**src/rtl/move_cmd_gen.sv**
```systemverilog
// Debounces the five board buttons and issues one move command per press over req/ack, plus a start pulse.
// Latency: raw edge to move_req is DEBOUNCE_CYCLES+3 clocks. move_req/move_dir hold until move_ack; presses arriving while busy are dropped.
module move_cmd_gen #(
  parameter int DEBOUNCE_CYCLES = 250000,
  parameter int CNT_W           = 18
) (
  input  logic       Clk,
  input  logic       Reset,
  input  logic       BtnU,
  input  logic       BtnD,
  input  logic       BtnL,
  input  logic       BtnR,
  input  logic       BtnC,
  input  logic       move_ack,
  output logic       move_req,
  output logic [1:0] move_dir,
  output logic       start_pulse,
  output logic       busy
);

  typedef enum logic [1:0] {IDLE, REQ, RELEASE} state_t;

  // Bit order everywhere: 0=Up 1=Down 2=Left 3=Right 4=Centre
  logic [4:0]       btn_raw;
  logic [4:0]       sync_a;
  logic [4:0]       sync_s;
  logic [4:0]       db;
  logic [4:0]       db_q;
  logic [4:0]       ev;
  logic [CNT_W-1:0] cnt [5];

  state_t     state;
  state_t     state_d;
  logic       req_d;
  logic [1:0] dir_d;

  assign btn_raw = {BtnC, BtnR, BtnL, BtnD, BtnU};
  assign ev      = db & ~db_q;
  assign busy    = (state == REQ) || (state == RELEASE);

  always_ff @(posedge Clk or posedge Reset) begin
    if (Reset) begin
      sync_a <= '0;
      sync_s <= '0;
    end else begin
      sync_a <= btn_raw;
      sync_s <= sync_a;
    end
  end

  // A level must disagree for DEBOUNCE_CYCLES consecutive cycles; any agreement restarts the count.
  always_ff @(posedge Clk or posedge Reset) begin
    if (Reset) begin
      db   <= '0;
      db_q <= '0;
      for (int i = 0; i < 5; i++) cnt[i] <= '0;
    end else begin
      db_q <= db;
      for (int i = 0; i < 5; i++) begin
        if (sync_s[i] == db[i]) begin
          cnt[i] <= '0;
        end else if (cnt[i] == CNT_W'(DEBOUNCE_CYCLES - 1)) begin
          db[i]  <= sync_s[i];
          cnt[i] <= '0;
        end else begin
          cnt[i] <= cnt[i] + 1'b1;
        end
      end
    end
  end

  always_comb begin
    state_d = state;
    req_d   = move_req;
    dir_d   = move_dir;
    case (state)
      IDLE: begin
        if (ev[4]) begin
          state_d = RELEASE;
        end else if (|ev[3:0]) begin
          state_d = REQ;
          req_d   = 1'b1;
          if (ev[0])      dir_d = 2'b00;
          else if (ev[1]) dir_d = 2'b01;
          else if (ev[2]) dir_d = 2'b10;
          else            dir_d = 2'b11;
        end
      end
      REQ: begin
        // Centre aborts the pending command regardless of a simultaneous ack.
        if (ev[4] || move_ack) begin
          state_d = RELEASE;
          req_d   = 1'b0;
        end
      end
      RELEASE: begin
        if (db[3:0] == 4'b0000) state_d = IDLE;
      end
      default: state_d = IDLE;
    endcase
  end

  always_ff @(posedge Clk or posedge Reset) begin
    if (Reset) begin
      state       <= IDLE;
      move_req    <= 1'b0;
      move_dir    <= 2'b00;
      start_pulse <= 1'b0;
    end else begin
      state       <= state_d;
      move_req    <= req_d;
      move_dir    <= dir_d;
      start_pulse <= ev[4];
    end
  end

endmodule
```
**config.mk**
```make
export PLATFORM = sky130hd
export DESIGN_NAME = move_cmd_gen
export DESIGN_NICKNAME = d
export VERILOG_FILES = /design/src/rtl/move_cmd_gen.sv
export SDC_FILE = /design/constraint.sdc
export NUM_CORES = 1
export LEC_CHECK = 0
export BUFFER_PORTS_ARGS = -buffer_cell sky130_fd_sc_hd__buf_2
export CAP_MARGIN = 15
export CORE_ASPECT_RATIO = 0.8
export CORE_UTILIZATION = 29
export CTS_CLUSTER_DIAMETER = 40
export DETAILED_ROUTE_END_ITERATION = 12
export GPL_TIMING_DRIVEN = 0
export MAX_ROUTING_LAYER = met4
export PLACE_DENSITY = 0.52
export SYNTH_ARGS = -nofsm -noshare
export SYNTH_HDL_FRONTEND = slang
export SYNTH_SLANG_ARGS = --single-unit
export TNS_END_PERCENT = 100
```
**constraint.sdc**
```tcl
create_clock -name Clk -period 3.83 [get_ports Clk]
set_clock_uncertainty 0.15 [all_clocks]
set_input_delay 0.1915 -clock Clk [delete_from_list [all_inputs] [get_ports Clk]]
set_output_delay 0.1915 -clock Clk [all_outputs]
set_load 0.1 [all_outputs]
```
* Word-level counts from Yosys, hierarchy flattened
Cells that the tools add are included.
** Storage, ports and cells
- Register bits :: 116
- Output and inout bits :: 5
- Logic and storage cells :: 83
** Cells by class
- Add/subtract/negate cells :: 5
- Eq/ne operators :: 17
- Multiplexer cells :: 22
- Bitwise gates (word level) :: 8
- Reductions and logical operators :: 14
** Operator list (number)
- two-way mux 18 bit :: 10
- adder 18 x 1 -> 18 bit (second input constant) :: 5
- == test 18 bit (second input constant) :: 5
- two-way mux 2 bit :: 6
- AND reduction 2 bit :: 5
- inverter 1 bit :: 6
- one-hot mux 2 bit (3 select lines) :: 1
- AND reduction 3 bit :: 2
- AND 5 bit :: 1
- == test 1 bit :: 5
- inverter 5 bit :: 1
- logical NOT 4 bit :: 1
- two-way mux 1 bit :: 4
- != test 2 x 1 -> 1 bit (second input constant) :: 2
- != test 2 bit (second input constant) :: 2
- AND reduction 4 bit :: 1
- OR reduction 4 bit :: 1
- != test 3 bit (second input constant) :: 1
- == test 2 x 1 -> 1 bit (second input constant) :: 1
- == test 2 bit (second input constant) :: 1
- logical NOT 2 bit :: 1
- logical OR 1 bit :: 2
- one-hot mux 1 bit (2 select lines) :: 1
- nonzero test 2 bit :: 1

* Longest topological paths before layout
Gate-level depths: netlist of the first run.
- Word-level depth :: 6
- Mapped depth :: 6
- Depth with buffers taken out :: 6

* Worst setup path after synthesis of the first run
OpenSTA, ideal clock, no wires.
- Path kind :: register to register
- Start :: register cnt[31] (netlist bit)
- End :: register db[3]
- Library setup time :: 0.125 ns
- Arrival :: 1.867 ns
- Path slack :: 1.688 ns
- Stages on the path, launching flop included :: 5
- Cells stage by stage :: dfrtp_1 > or4b_1 > or4_4 > nor2_1 > mux2_2
** Between the ends
- Cells in the longest elaborated chain, start to end :: 2
** Ends and longest elaborated chain
- start, declared :: line 30 : logic [CNT_W-1:0] cnt [5];
- start signal, assigned by index :: line 66 : cnt[i] <= cnt[i] + 1'b1;
- == test 18 bit :: line 62 : end else if (cnt[i] == CNT_W'(DEBOUNCE_CYCLES - 1)) begin
- AND reduction 2 bit (no line)
- end signal, assigned by index :: line 63 : db[i] <= sync_s[i];
- end, declared :: line 27 : logic [4:0] db;
No other way between the ends.
A chain may end at the register's enable or synchronous reset.

* Worst setup path after layout of the first run
- Start :: register cnt[5] (netlist bit)
- End :: register cnt[8] (netlist bit)
** Between the ends
- Cells in the longest elaborated chain, start to end :: 3
- Elaborated cells on any way between the ends :: 4
- Classes of those cells :: add/sub: 1; eq/ne: 1; mux: 2
** Ends and longest elaborated chain
- adder 18 x 1 -> 18 bit or == test 18 bit (tied branches) :: line 66, 62
- two-way mux 18 bit * :: line 62
- two-way mux 18 bit * :: line 60 : if (sync_s[i] == db[i]) begin
Every way passes the cells marked *; elsewhere a longest branch is shown, timed or not.

==> results by group, run 1 <==
Final layout
  • Post-route insts no fill: 849
  • Layout area overhead: 19.7%
  • Final nets: 600
  • Diodes inserted: 0
  • Final Util: 35.8%
  • Share of layout cells above drive strength 1: 9.73%

GRT
  • GRT overflow: 0
  • Total Routing Usage GR: 12.8%
  • Vias in the first global route: 4,130
  • First-pass GRT wire length: 19,200 um
  • Largest net degree at the start of global routing: 97
  • Antenna violations before repair: 0

Logic synthesis
  • Synthesized area per cell: 10.1 sq um
  • Number of enable flip-flop cells after synthesis: 0
  • Synthesis Warnings: 0
  • Leading post-synthesis cells by cell area: dfrtp_1 (53%), xnor2_1 (8.5%), nor2_1 (6.6%), nand4_1 (3.8%), xor2_1 (3.2%)
  • Net Count, Synth: 561
  • XOR/XNOR Fraction of Synth Area: 11.7%
  • Yosys cell types: 40
  • Post-Synth Adder-Cell Area: 1.82%
  • Largest family of logic cells by synthesized area: simple AND/OR/NAND/NOR gates
  • Complex-gate fraction of the synthesized area: 5.25%
  • Mapped Area: 5490 sq um
  • Synth async-reset ratio: 100%
  • Synth Area in Simple Gates: 24.5%
  • Top FF cell, synth: dfrtp_1
  • Cell taking the most area after synthesis: dfrtp_1
  • Top cell type's share of synthesized area: 52.9%
  • Mux contribution to synthesized area: 1.03%
  • Register bit total from synthesis: 116
  • Mapped Cells: 545
  • Seq/Total Area, Yosys: 52.9%

Worst setup path
  • CP Buf/Inv Count: 2
  • CP top delay family: buffers and inverters
  • Crit-path max FO: 10
  • Startpoint Class: flip-flop
  • Worst setup EP type: flip-flop
  • Max stage delay on crit path: 550 ps
  • Critical path class: flip-flop to flip-flop
  • WP data arrival: 2530 ps
  • Critical path required time: 3960 ps
  • Crit path max-delay cell type: o21ai_1
  • Flop-to-flop setup slack: 1430 ps
  • Crit-path cells: clkbuf_1 > nor4b_1 > nand4_1 > o21ai_1 > clkbuf_1 > nor2_1
  • Most used cell, CP: clkbuf_1

STA
  • Slew Viols, Final: 0
  • RSZ-0062 raised after global routing: no
  • F_max: 417 MHz
  • Setup TNS: 0 ps
  • Setup ws final: 1430 ps
  • Final Setup Violations: 0
  • Final min period: 2400 ps
  • Slew headroom: 56.3%
  • Worst Max-Slew Pin Slew: 651 ps
  • Final Hold Viols: 0
  • Tcrit/Tclk final: 62.6%

Clock tree
  • CTS Buf Count: 17
  • Root Driver: clkbuf_16
  • Setup bufs post-CTS: 0
  • Worst-Skew Late Latency: 420 ps
  • CTS Buffer Depth: 2
  • Post_cts resized: 0
  • CTS Hold Bufs: 7
  • TritonCTS Sinks: 116
  • TritonCTS clock tree: built
  • Clock transition at path regs: 50 ps
  • Htree depth: 4

Power
  • Overall power: 2.95 mW
  • Power Density: 450 nW/um^2
  • VDD IR max: 0.289 mV
  • Lkg Pwr: 2.66 nW

Route
  • Drc violations: 0
  • Vias: 3,995
  • DR vias/cell: 4.71
  • Met1 WL: 5350 um
  • Routed Antenna Nets: 0
  • First DRT Iteration DRCs: 156
  • Drt wl/cell: 12.6 um
  • Drt first pass iters: 6
  • Final wirelength: 10,700 um
  • Max Used Layer: met4
  • Met3 wire length: 341 um
  • Met2 routed WL: 4880 um

Min path
  • Worst min path class: input port to asynchronous set/reset pin

Floorplanning
  • Core Region: 18,300 sq um
  • Die width: 156 um
  • Die H: 125 um
  • Ports: 13
  • Die area: 19,500 sq um
  • Core Rows: 44
  • Initial core utilization: 29.9%

Place
  • Gp weighted congestion: 0.846
  • Placed cells: 811
  • Pre-CTS WS: 1320 ps
  • Post-DP HPWL: 7310 um
  • Port buffer count: 12

Run status
  • Outcome: finished, final reports clean

Run
  • Max-Cap Viols: 0
## synthesized netlist by cell type (5+ instances only)
cell	instances
nand2b_1	6
nor2_1	97
ha_1	8
nand3_1	29
a21oi_1	17
o21ai_0	10
nor3_1	14
and4_1	7
nand4_1	33
or3_1	8
nand2_1	19
or4_1	7
xnor2_1	53
clkbuf_1	11
mux2_2	5
inv_1	24
and3_1	7
xor2_1	20
nor4_1	17
dfrtp_1	116
## power breakdown
group | internal, mW | leakage [nW] | switching, mW | total [mW]
registers | 1.25 | 1.58 | 0.0163 | 1.26
logic | 0.0278 | 0.778 | 0.0548 | 0.0826
clock network | 1.06 | 0.301 | 0.548 | 1.61
## cell usage in the layout (no fill, tap or decap), types with 2 or more instances in the layout
| cell | count |
|---|---|
| or4b_1 | 2 |
| a21oi_1 | 17 |
| nand3_1 | 29 |
| nor2_1 | 97 |
| nand4b_1 | 2 |
| mux2_2 | 5 |
| xor2_1 | 20 |
| and2_1 | 3 |
| nor4b_1 | 3 |
| or2_2 | 2 |
| nor2b_1 | 2 |
| clkbuf_1 | 11 |
| nand2b_1 | 6 |
| or4_1 | 7 |
| and4_1 | 7 |
| nor3_1 | 14 |
| clkinv_2 | 7 |
| inv_1 | 23 |
| nand4_1 | 33 |
| dfrtp_1 | 116 |
| o21ai_4 | 2 |
| a21boi_0 | 2 |
| dlygate4sd3_1 | 7 |
| buf_2 | 12 |
| o21ai_0 | 10 |
| ha_1 | 8 |
| or3_1 | 8 |
| o21ai_1 | 3 |
| o31ai_1 | 4 |
| buf_6 | 2 |
| and3_1 | 7 |
| clkbuf_8 | 3 |
| nor4_1 | 17 |
| nand2_1 | 19 |
| bufinv_16 | 3 |
| or4_4 | 2 |
| clkbuf_16 | 17 |
| xnor2_1 | 53 |
## worst reg2reg max path, cell delays in order, from the launching register on
cell	delay (ps)
dfrtp_1	360
clkbuf_1	170
nor4b_1	310
nand4_1	180
o21ai_1	550
clkbuf_1	430
nor2_1	110
## path summary, 6_finish.rpt
kind                        endpoint  startpoint  cells after the start
setup reg to reg              cnt[8]      cnt[5]                      6
setup / recovery              cnt[8]      cnt[5]                      6
hold reg to reg            sync_s[2]   sync_a[2]                      0
hold / removal               cnt[65]       Reset                      3
max in group asynchronous    cnt[14]       Reset                      4
min in group Clk           sync_s[2]   sync_a[2]                      0
## cell type report
type                       instances  area, sq um
buffer                            13         63.8
clock buffer                      20          467
clock inverter                    11          133
fill                            1820        11800
inverter                          24         95.1
multi-input combinational        392         2430
sequential                       116         2900
tap                              253          317
timing repair buffer              20          158
## sequential cells by signal (all words and copies together) (netlist names)
| name | flops |
|---|---|
| sync_a | 5 |
| move_dir | 2 |
| db | 5 |
| start_pulse | 1 |
| sync_s | 5 |
| move_req | 1 |
| db_q | 5 |
| cnt | 90 |
| state | 2 |
## logic make-up after synthesis
group           Yosys count
simple gates            261
flops                   116
xor+xnor                 73
mux                       5
fa+ha+maj                 8
buf+inv                  37
compound gates           45
## per-stage QoR
stage / hold WS (ps) / instance area [sq um]
floorplan: 72.9 / 5490
CTS: 101 / 6570
global route: 113 / 6570
detailed placement: 3.42 / 5900
finish: 114 / 6570
global placement: 151 / 5860
## layer usage
layer,global-route usage (%),vias to the layer above
li1,-,1998
met1,16.2,1925
met2,18.8,54
met3,3.99,18
met4,5.07,0
met5,-,-
Note: power is estimated with default switching activity, not from simulation.
==> run 2: changes to the inputs <==
ABC_AREA = 1   (was not set)
clock period = 2.4 ns   (was 3.83 ns; I/O delays follow)
==> run 2 against run 1 <==
Routed wire length is 14% higher. Synthesized area is 10% higher. Total power is 62% higher. Final cell count is 23% higher. Setup slack worse by 870 ps. Sequential power is 60% higher. Non-clock buffer count is 10 lower. Critical path type is now flip-flop to output pin. Die area is 10% higher. Flip-flop and latch count stayed put. Critical path depth is 3 lower. Highest routed layer unchanged.
==> results by group, run 2 <==
Logic synthesis
  • Mapped Area: 6060 sq um
  • Yosys cell types: 29
  • Synthesized area per cell: 8.32 sq um
  • Cell taking the most area after synthesis: dfrtp_1
  • Net Count, Synth: 745
  • Synth top cells by count: nor2_1 (176), nand2_1 (124), dfrtp_1 (116), nand3_1 (56), inv_1 (55)
  • Number of enable flip-flop cells after synthesis: 0
  • Top cell type's share of synthesized area: 47.9%
  • Leading post-synthesis cells by cell area: dfrtp_1 (48%), nor2_1 (11%), nand2_1 (7.7%), xor2_1 (4.9%), nand3_1 (4.6%)
  • Most common cell in the synthesized netlist: nor2_1
  • Synth async-reset ratio: 100%
  • Seq/Total Area, Yosys: 47.9%
  • Mapped Cells: 729
  • Register bit total from synthesis: 116
  • Top FF cell, synth: dfrtp_1
  • Synthesis Warnings: 0

Run status
  • Outcome: finished, final reports clean

STA
  • Worst Max-Slew Pin Slew: 475 ps
  • Slew headroom: 68.1%
  • Slew Viols, Final: 0
  • Tcrit/Tclk final: 76.6%
  • RSZ-0062 raised after global routing: no
  • Setup ws final: 561 ps
  • F_max: 544 MHz
  • Final Setup Violations: 0
  • Final hold slack: 49.7 ps
  • Final min period: 1840 ps
  • Final Hold Viols: 0

GRT
  • GR Util met2: 16.7%
  • Met1 Use GR: 19.5%
  • First-pass GRT wire length: 21,800 um
  • Antenna violations before repair: 0
  • Largest net degree at the start of global routing: 42
  • Vias in the first global route: 4,377
  • M3 GR Usage: 3.54%
  • GRT overflow: 0
  • Total Routing Usage GR: 13.1%
  • Gr busiest metal: met1

Route
  • Drt first pass iters: 5
  • Vias: 4,527
  • Drc violations: 0
  • Routed Antenna Nets: 0
  • Final wirelength: 12,200 um
  • Drt wl/cell: 11.7 um
  • First DRT Iteration DRCs: 341
  • DR vias/cell: 4.33

Floorplanning
  • Initial core utilization: 30.1%
  • Core Region: 20,100 sq um
  • Ports: 13
  • Die H: 131 um
  • Die width: 164 um
  • Die area: 21,500 sq um
  • Core Rows: 46

Worst setup path
  • Crit-path max FO: 3
  • Worst setup EP type: output pin
  • Critical path class: flip-flop to output pin
  • Critical path required time: 2130 ps
  • Startpoint Class: flip-flop
  • WP data arrival: 1570 ps

Place
  • Pre-CTS WS: 640 ps
  • Placed cells: 1,008
  • Gp weighted congestion: 0.812
  • Post-DP HPWL: 8900 um
  • Port buffer count: 12

Clock tree
  • TritonCTS clock tree: built
  • Post_cts resized: 0
  • CTS Buf Count: 17
  • Root Driver: clkbuf_16
  • Htree depth: 4
  • TritonCTS Sinks: 116
  • CTS Buffer Depth: 2
  • Clock transition at path regs: 50 ps
  • Worst-Skew Late Latency: 420 ps

Final layout
  • Max FFs per register: 90
  • Post-route insts no fill: 1,046
  • Layout area overhead: 18.5%
  • Diodes inserted: 0
  • Most frequent cells in the layout: nor2_1 (176), nand2_1 (124), dfrtp_1 (116)
  • Share of layout cells above drive strength 1: 15.2%
  • Final nets: 785
  • Most common cell after layout, fill and taps aside: nor2_1
  • Largest Register: cnt
  • Filler instances: 2,081

Power
  • P_sw: 0.998 mW
  • Clk pwr share: 55.1%
  • Internal power component: 3.78 mW
  • Sw Share: 20.9%
  • Flop pwr share: 42.0%
  • Gate power share: 2.9%
  • Lkg Pwr: 2.90 nW
  • VDD IR max: 0.466 mV
  • Power Density: 665 nW/um^2

Min path
  • Worst min path class: input port to flip-flop

Run
  • Max-Cap Viols: 0
==> run 2: changes by cell type after synthesis, sizes merged, moves of 8 or more <==
cell	before	now
nand4	33	17
clkbuf	11	0
nand3	29	60
xnor2	53	13
nor2	97	207
or4	9	0
nor4	17	1
xor2	20	39
nand2	19	146
or3	8	0
inv	24	63
==> run 2: path summary, 6_finish.rpt <==
kind                                  end  cells after the start  slack [ps]       from
worst max-delay path                 busy                      3         560   state[0]
worst min-delay path             state[1]                      7          50   move_ack
worst max register to register    cnt[21]                      8         640    cnt[18]
worst min register to register  sync_s[4]                      0         200  sync_a[4]
max in group asynchronous         cnt[23]                      5        1270      Reset
min in group asynchronous         db_q[4]                      3         120      Reset
==> run 2: critical path, cell delays in order (launching register included) <==
cell	delay (ps)
dfrtp_1	370
inv_1	70
ha_1	290
buf_2	430
==> run 2: timing repair <==
action	in CTS	in global routing
setup buffers	0	0
hold buffers	6	0
hold endpoints to repair	94	0
==> run 2: per-layer routing <==
metal | up-vias | routed length, um
met5 | - | 0
met4 | 0 | 161
met3 | 16 | 500
met2 | 62 | 4840
met1 | 2046 | 6740
li1 | 2403 | -
==> run 2: cells by family after synthesis <==
family                     count (synthesis)  synth area share, %
and+or+nand+nor                          453                 35.1
DFF                                      116                 47.9
buffers and inverters                     65                 4.07
xor gates and xnor gates                  52                 8.13
AOI/OAI and AO/OA                         35                 3.18
adders and majority gates                  8                 1.65
==> run 2: area by class of cell <==
| type | instances | area (sq um) | area share [%] |
|---|---|---|---|
| clock buffer | 21 | 450 | 6.27 |
| tap | 264 | 330 | 4.60 |
| inverter | 63 | 240 | 3.34 |
| multi-input combinational | 548 | 2910 | 40.5 |
| buffer | 2 | 10.0 | 0.139 |
| sequential | 116 | 2900 | 40.4 |
| timing repair buffer | 21 | 180 | 2.51 |
| clock inverter | 11 | 158 | 2.19 |
==> run 2: power groups by stage <==
stage	Combinational, mW	Clock (mW)	Sequential [mW]
final	0.141	2.63	2.01
after global routing	0.166	2.79	2.01
after CTS	0.148	2.69	2.01
after detailed placement	0.140	0	2.04
after global placement	0.127	0	2.04
after floorplan	0.0906	0	2.04
==> run 2: stage by stage <==
step / instance area, sq um / total power [mW] / utilization (%) / setup TNS, ps
6_report: 7180 / 4.78 / 35.7 / 0
5_1_grt: 7180 / 4.97 / 35.7 / 0
4_1_cts: 7180 / 4.84 / 35.7 / 0
3_5_place_dp: 6520 / 2.18 / 32.3 / 0
3_3_place_gp: 6460 / 2.17 / 32.0 / -14720
2_1_floorplan: 6070 / 2.13 / - / 0
